$ cat config.mk
export PLATFORM = sky130hd
export DESIGN_NAME = alu_share_arbiter
export DESIGN_NICKNAME = d
export VERILOG_FILES = /design/src/rtl/alu_share_arbiter.sv
export SDC_FILE = /design/constraint.sdc
export NUM_CORES = 1
export LEC_CHECK = 0
export ABC_AREA = 1
export BUFFER_PORTS_ARGS = -buffer_cell sky130_fd_sc_hd__buf_2
export CORE_UTILIZATION = 43
export CTS_BUF_LIST = sky130_fd_sc_hd__clkbuf_8
export CTS_CLUSTER_DIAMETER = 60
export DETAILED_ROUTE_END_ITERATION = 8
export GPL_TIMING_DRIVEN = 0
export PLACE_DENSITY = 0.78
export SLEW_MARGIN = 20
export SYNTH_ARGS = -nofsm -noshare
export SYNTH_HDL_FRONTEND = slang
export SYNTH_SLANG_ARGS = --single-unit
$ cat constraint.sdc
create_clock -name clk -period 0.9 [get_ports clk]
set_input_delay 0.09 -clock clk [delete_from_list [all_inputs] [get_ports clk]]
set_output_delay 0.09 -clock clk [all_outputs]
set_load 0.02 [all_outputs]
$ cat src/rtl/alu_share_arbiter.sv
// Arbitrates two requesters onto one shared combinational ALU and returns registered results with a DONE pulse.
// Define ALU_ARB_FIXED_PRIO_EN for fixed priority (requester 0 wins ties); default is round robin.
module alu_share_arbiter #(
   parameter int WIDTH = 4,
   parameter int OPW   = 3
) (
   input  logic             clk,
   input  logic             rstn,
   input  logic             req0,
   input  logic             req1,
   input  logic [OPW-1:0]   op0,
   input  logic [OPW-1:0]   op1,
   input  logic [WIDTH-1:0] a0,
   input  logic [WIDTH-1:0] b0,
   input  logic [WIDTH-1:0] a1,
   input  logic [WIDTH-1:0] b1,
   output logic             done0,
   output logic             done1,
   output logic [WIDTH-1:0] res,
   output logic             zf,
   output logic             cf,
   output logic             busy,
   output logic [OPW-1:0]   alu_op,
   output logic [WIDTH-1:0] alu_in1,
   output logic [WIDTH-1:0] alu_in2,
   input  logic [WIDTH-1:0] alu_out,
   input  logic             alu_z,
   input  logic             alu_cf
);

   typedef enum logic [1:0] {IDLE, ISSUE, RESP} state_t;

   state_t state;
   logic   gnt;
   logic   pick;

`ifdef ALU_ARB_FIXED_PRIO_EN
   always_comb begin
      pick = !req0;
   end
`else
   logic last;

   // On a tie the requester that was not served last time wins.
   always_comb begin
      pick = req1;
      if (req0 && req1) begin
         pick = ~last;
      end
   end
`endif

   always_ff @(posedge clk) begin
      if (!rstn) begin
         state   <= IDLE;
         gnt     <= 1'b0;
`ifndef ALU_ARB_FIXED_PRIO_EN
         last    <= 1'b1;
`endif
         alu_op  <= '0;
         alu_in1 <= '0;
         alu_in2 <= '0;
         res     <= '0;
         zf      <= 1'b0;
         cf      <= 1'b0;
         done0   <= 1'b0;
         done1   <= 1'b0;
      end else begin
         case (state)
            IDLE: begin
               if (req0 || req1) begin
                  alu_op  <= pick ? op1 : op0;
                  alu_in1 <= pick ? a1  : a0;
                  alu_in2 <= pick ? b1  : b0;
                  gnt     <= pick;
`ifndef ALU_ARB_FIXED_PRIO_EN
                  last    <= pick;
`endif
                  state   <= ISSUE;
               end
            end
            ISSUE: begin
               res   <= alu_out;
               zf    <= alu_z;
               cf    <= alu_cf;
               done0 <= !gnt;
               done1 <= gnt;
               state <= RESP;
            end
            RESP: begin
               done0 <= 1'b0;
               done1 <= 1'b0;
               state <= IDLE;
            end
            default: begin
               done0 <= 1'b0;
               done1 <= 1'b0;
               state <= IDLE;
            end
         endcase
      end
   end

   assign busy = (state != IDLE);

endmodule
======== Word-level counts from Yosys, hierarchy flattened ========
Index checks and enable logic that the tools add are counted.
storage, ports and cells
  flip-flop bits (word level) ............. 23
  RAM bits ................................ 0
  memories kept ........................... 0
  bits of input ports ..................... 32
  output and inout port bits .............. 20
  bits in latches ......................... 0
  memory bits (read-only) ................. 0
  word-level logic and storage cells ...... 28
operators by class
  bitwise logic cells ..................... 1
  magnitude comparators ................... 0
  reductions and logical operators ........ 6
  shift operators ......................... 0
  muxes and demuxes ....................... 8
  multipliers ............................. 0
  equal/unequal tests ..................... 2
  $add $sub $neg .......................... 0
  divide/modulo/power cells ............... 0
operators with widths
  operator              count
  $mux W4               2
  $pmux W1 S2           2
  $pmux W2 S2           1
  $mux W3               1
  $eq A2 B1 Y1 const B  1
  $logic_not A2 Y1      1
  $mux W2               1
  $ne A2 B2 Y1 const B  1
  $reduce_and A2 Y1     1
  $reduce_bool A2 Y1    1
  $logic_and A1 B1 Y1   1
  $logic_not A1 Y1      1
  $logic_or A1 B1 Y1    1
  $mux W1               1
  $not A1 Y1            1

======== Depth between registers and ports, before layout ========
  word-level depth ........................ 3
  depth in mapped cells ................... 7

======== Least setup slack after synthesis ========
No wires, ideal clock.
  kind .................................... register to register
  start point ............................. register state[0]
  end point ............................... register alu_in1[0]
  data arrival time ....................... 0.968 ns
  period minus slack after synthesis ...... 1.079 ns
  library setup time ...................... 0.110 ns
  buffers on the path ..................... 1
  stages on the path, launching flop included .. 8
  setup slack ............................. -0.179 ns
  cell sequence ........................... dfxtp_1 inv_1 nand2_1 nor2_2 buf_6 nand2_1 nor2_2 nor2_1
between the ends
  word-level cells in the longest chain between the ends .. 2
RTL lines
  what                                line  source
  start: declaration                  33    state_t state;
  start signal: assignment            55    state <= IDLE;
  start signal: assignment            79    state <= ISSUE;
  start signal: assignment            88    state <= RESP;
  $logic_not A2 Y1                    69    case (state)
  $reduce_and A2 Y1 (no source line)  n/a
  end signal: assignment              73    alu_in1 <= pick ? a1 : a0;
  end: declaration                    24    output logic [WIDTH-1:0] alu_in1,
No other way between the ends.
A chain may end at the register's enable or synchronous reset.

======== Final worst setup path ========
  start point ............................. register state[1]
  end point ............................... register res[2]
between the ends
  word-level cells in the longest chain between the ends .. 1
RTL lines
  what                    line  source
  $eq A2 B1 Y1            69
  end signal: assignment  83    res <= alu_out;
  end: declaration        19    output logic [WIDTH-1:0] res,
No other way between the ends.

==> metrics.cfg <==
[run_status]
status=finished, violations left
violations=negative setup slack

[worst_hold_path]
min_from=alu_out[3]
min_to=res[3]
holdPathStages=3
hold_class=input pin to register

[critical_path]
ff2ff_setup_slack_ps=-160
rr_worst_depth=5
worstPathRequired_ps=1060
slowest_stage=dfxtp_4
crit_buf_inv=2
slowest_delay_ps=370
cp-startpoint=state[1]
crit_family=flip-flops
crit_path_start_kind=register
path_max_fanout=6
crit-reg2reg-launch=state[1]
worstSetupPathDepth=5
reg2reg_to=res[2]
crit_chain=buf_4 > nor2_4 > inv_2 > nor2_2 > nor2_1
endpoint_kind=register
arrival_ps=1220
crit_type=register to register

[sta]
skew_ps=9.54
setup_ws_ps=-156
fmax_mhz=947
finalSetupViolCount=24
tightest_slew_ps=255
finalCritPeriodShare_pct=117
finalHoldViolCount=0
fin_crit_ps=1060
drv_slew=0
grt_setup_unrepaired=yes
slew_headroom_pct=82.8

[clock_network]
cts_buffer_depth=2
clock-sinks=23
clk_latency_ps=270
cts_htree_levels=1
cts_root_buffer=clkbuf_8
tritoncts=yes
clk_pin_slew_ps=90
ctsHoldBuffers=0
cts_buffers=3

[detailed_routing]
wl_per_cell_um=11.1
vias=1194
ant_nets=0
first_pass_iters=4
drt_wl_total_um=2820
post-route-drc-count=0
drt-initial-drc-count=29
via_per_inst=4.68

[place]
numPortBuffers=51
dp.cells=242
placed_area_sq_um=1430
dp_hpwl_um=1890
dp_slack_ps=-207
place_congestion=0.760

[pwr]
finalPower_mw=2.73
power.leakage_nw=0.849
p_per_area_nw_per_um2=1660
vdd.ir_drop.worst_mv=1.60

[cells_and_area]
fin_nets=258
num_antenna_cells=0
fillCellCount=202
stdcell_count=255
drive_gt1_share_pct=45.8
area_growth_pct=48.5
postLayoutCellArea_sq_um=1650

[global_routing]
grt_first_pass_wirelength_um=4420
antenna_found_initial=0
grt_max_degree=15
grt_use_total_pct=22.2
grt-ovfl-total=0
grt_pass1_vias=1008

[floorplan]
ios=52
dieHeight_um=52.8
core.rowCount=18
dieArea_sq_um=2790
core-area_sq_um=2450
die_x_um=52.8
initial_core_util_pct=45.2

[logic_synthesis]
yosysWarnings=0
ys_seq_area_share_pct=41.5
yosys_register_bits=23
yosys.cell_types.count=17
syn-cell-area_sq_um=1110
syn_avg_cell_area_sq_um=6.89
syn_inst=161
synthesis.nets=193

[job]
max_cap_violations=0

[cells by family after synthesis]
kind of cell           count (synthesis)  share of synthesized area (%)
DFF                                   23                           41.5
AOI/OAI and AO/OA                     21                           12.3
and+or+nand+nor                       93                           34.4
buffers and inverters                 24                           11.8
[sequential cells by signal, summed over array words and instances (netlist names)]
| signal | count |
|---|---|
| alu_in2 | 4 |
| alu_op | 3 |
| cf | 1 |
| alu_in1 | 4 |
| done0 | 1 |
| gnt | 1 |
| done1 | 1 |
| state | 2 |
| res | 4 |
| last | 1 |
| zf | 1 |
[synth_stat cells, drive strengths merged]
master   n  area share (%)
nand2   40              14
nor2    39              15
dfxtp   23              41
inv     16             5.4
nand3   14             6.3
a21boi  11             7.4
o21ai    8             3.9
buf      4             2.8
clkbuf   4             3.6
a21oi    2            0.90
[repair_timing]
| action | in CTS | in global routing |
|---|---|---|
| pin swaps | 6 | 4 |
| setup buffers | 5 | 2 |
| gates cloned | 2 | 0 |
| gates resized for setup | 27 | 16 |
| endpoints found under the setup margin | 24 | 30 |
[worst max path at each step]
stage                      end  slack [ps]
floorplan                   cf         -50
global placement        res[2]        -220
detailed placement      res[0]        -210
CTS                 alu_in2[3]        -130
global route            res[2]        -230
finish                  res[2]        -160
[power by group]
part	total, mW	switching [mW]	internal, mW
Sequential	1.19	0.0622	1.12
Combinational	0.883	0.491	0.392
Clock	0.662	0.348	0.314
Total	2.73	0.901	1.83
[cell type report]
type                            count  area (sq um)  share of cell area, %
Tap cell                           30          37.5                   2.28
Buffer                              8          75.1                   4.56
Clock inverter                      1          7.51                  0.456
Inverter                           16          62.6                   3.80
Timing Repair Buffer               60           362                   21.9
Sequential cell                    23           469                   28.5
Clock buffer                        3          41.3                   2.51
Multi-Input combinational cell    114           593                   36.0
[metrics by stage]
step | util (%) | TNS, ps | hold WS (ps)
5_1_grt | 67.1 | -4220 | 43.4
3_5_place_dp | 58.1 | -2660 | 322
6_report | 67.1 | -2770 | 21.3
3_3_place_gp | 58.1 | -2600 | 316
4_1_cts | 65.0 | -1910 | 21.5
2_1_floorplan | - | -785 | 201
[cells in the final DEF, fill, tap and decap left out, drive strengths merged]
cell,n
buf,64
nand2,40
nor2,39
dfxtp,23
inv,16
nand3,14
a21boi,11
o21ai,8
clkbuf,7
a21oi,2
clkinvlp,1
[worst reg2reg max path, cell delays in order (launching register included)]
cell and delay, ps:
dfxtp_4 370, buf_4 140, nor2_4 180, inv_2 100, nor2_2 100, nor2_1 50
[layer usage]
layer / track usage (%) / share of wire, % / vias up / routed length, um
met5: 0 / 0 / - / 0
li1: - / - / 627 / -
met1: 28.5 / 45 / 532 / 1280
met3: 6.38 / 4.5 / 6 / 126
met2: 35.0 / 49 / 29 / 1370
met4: 7.46 / 1.8 / 0 / 51
(Power assumes the default switching activity.)
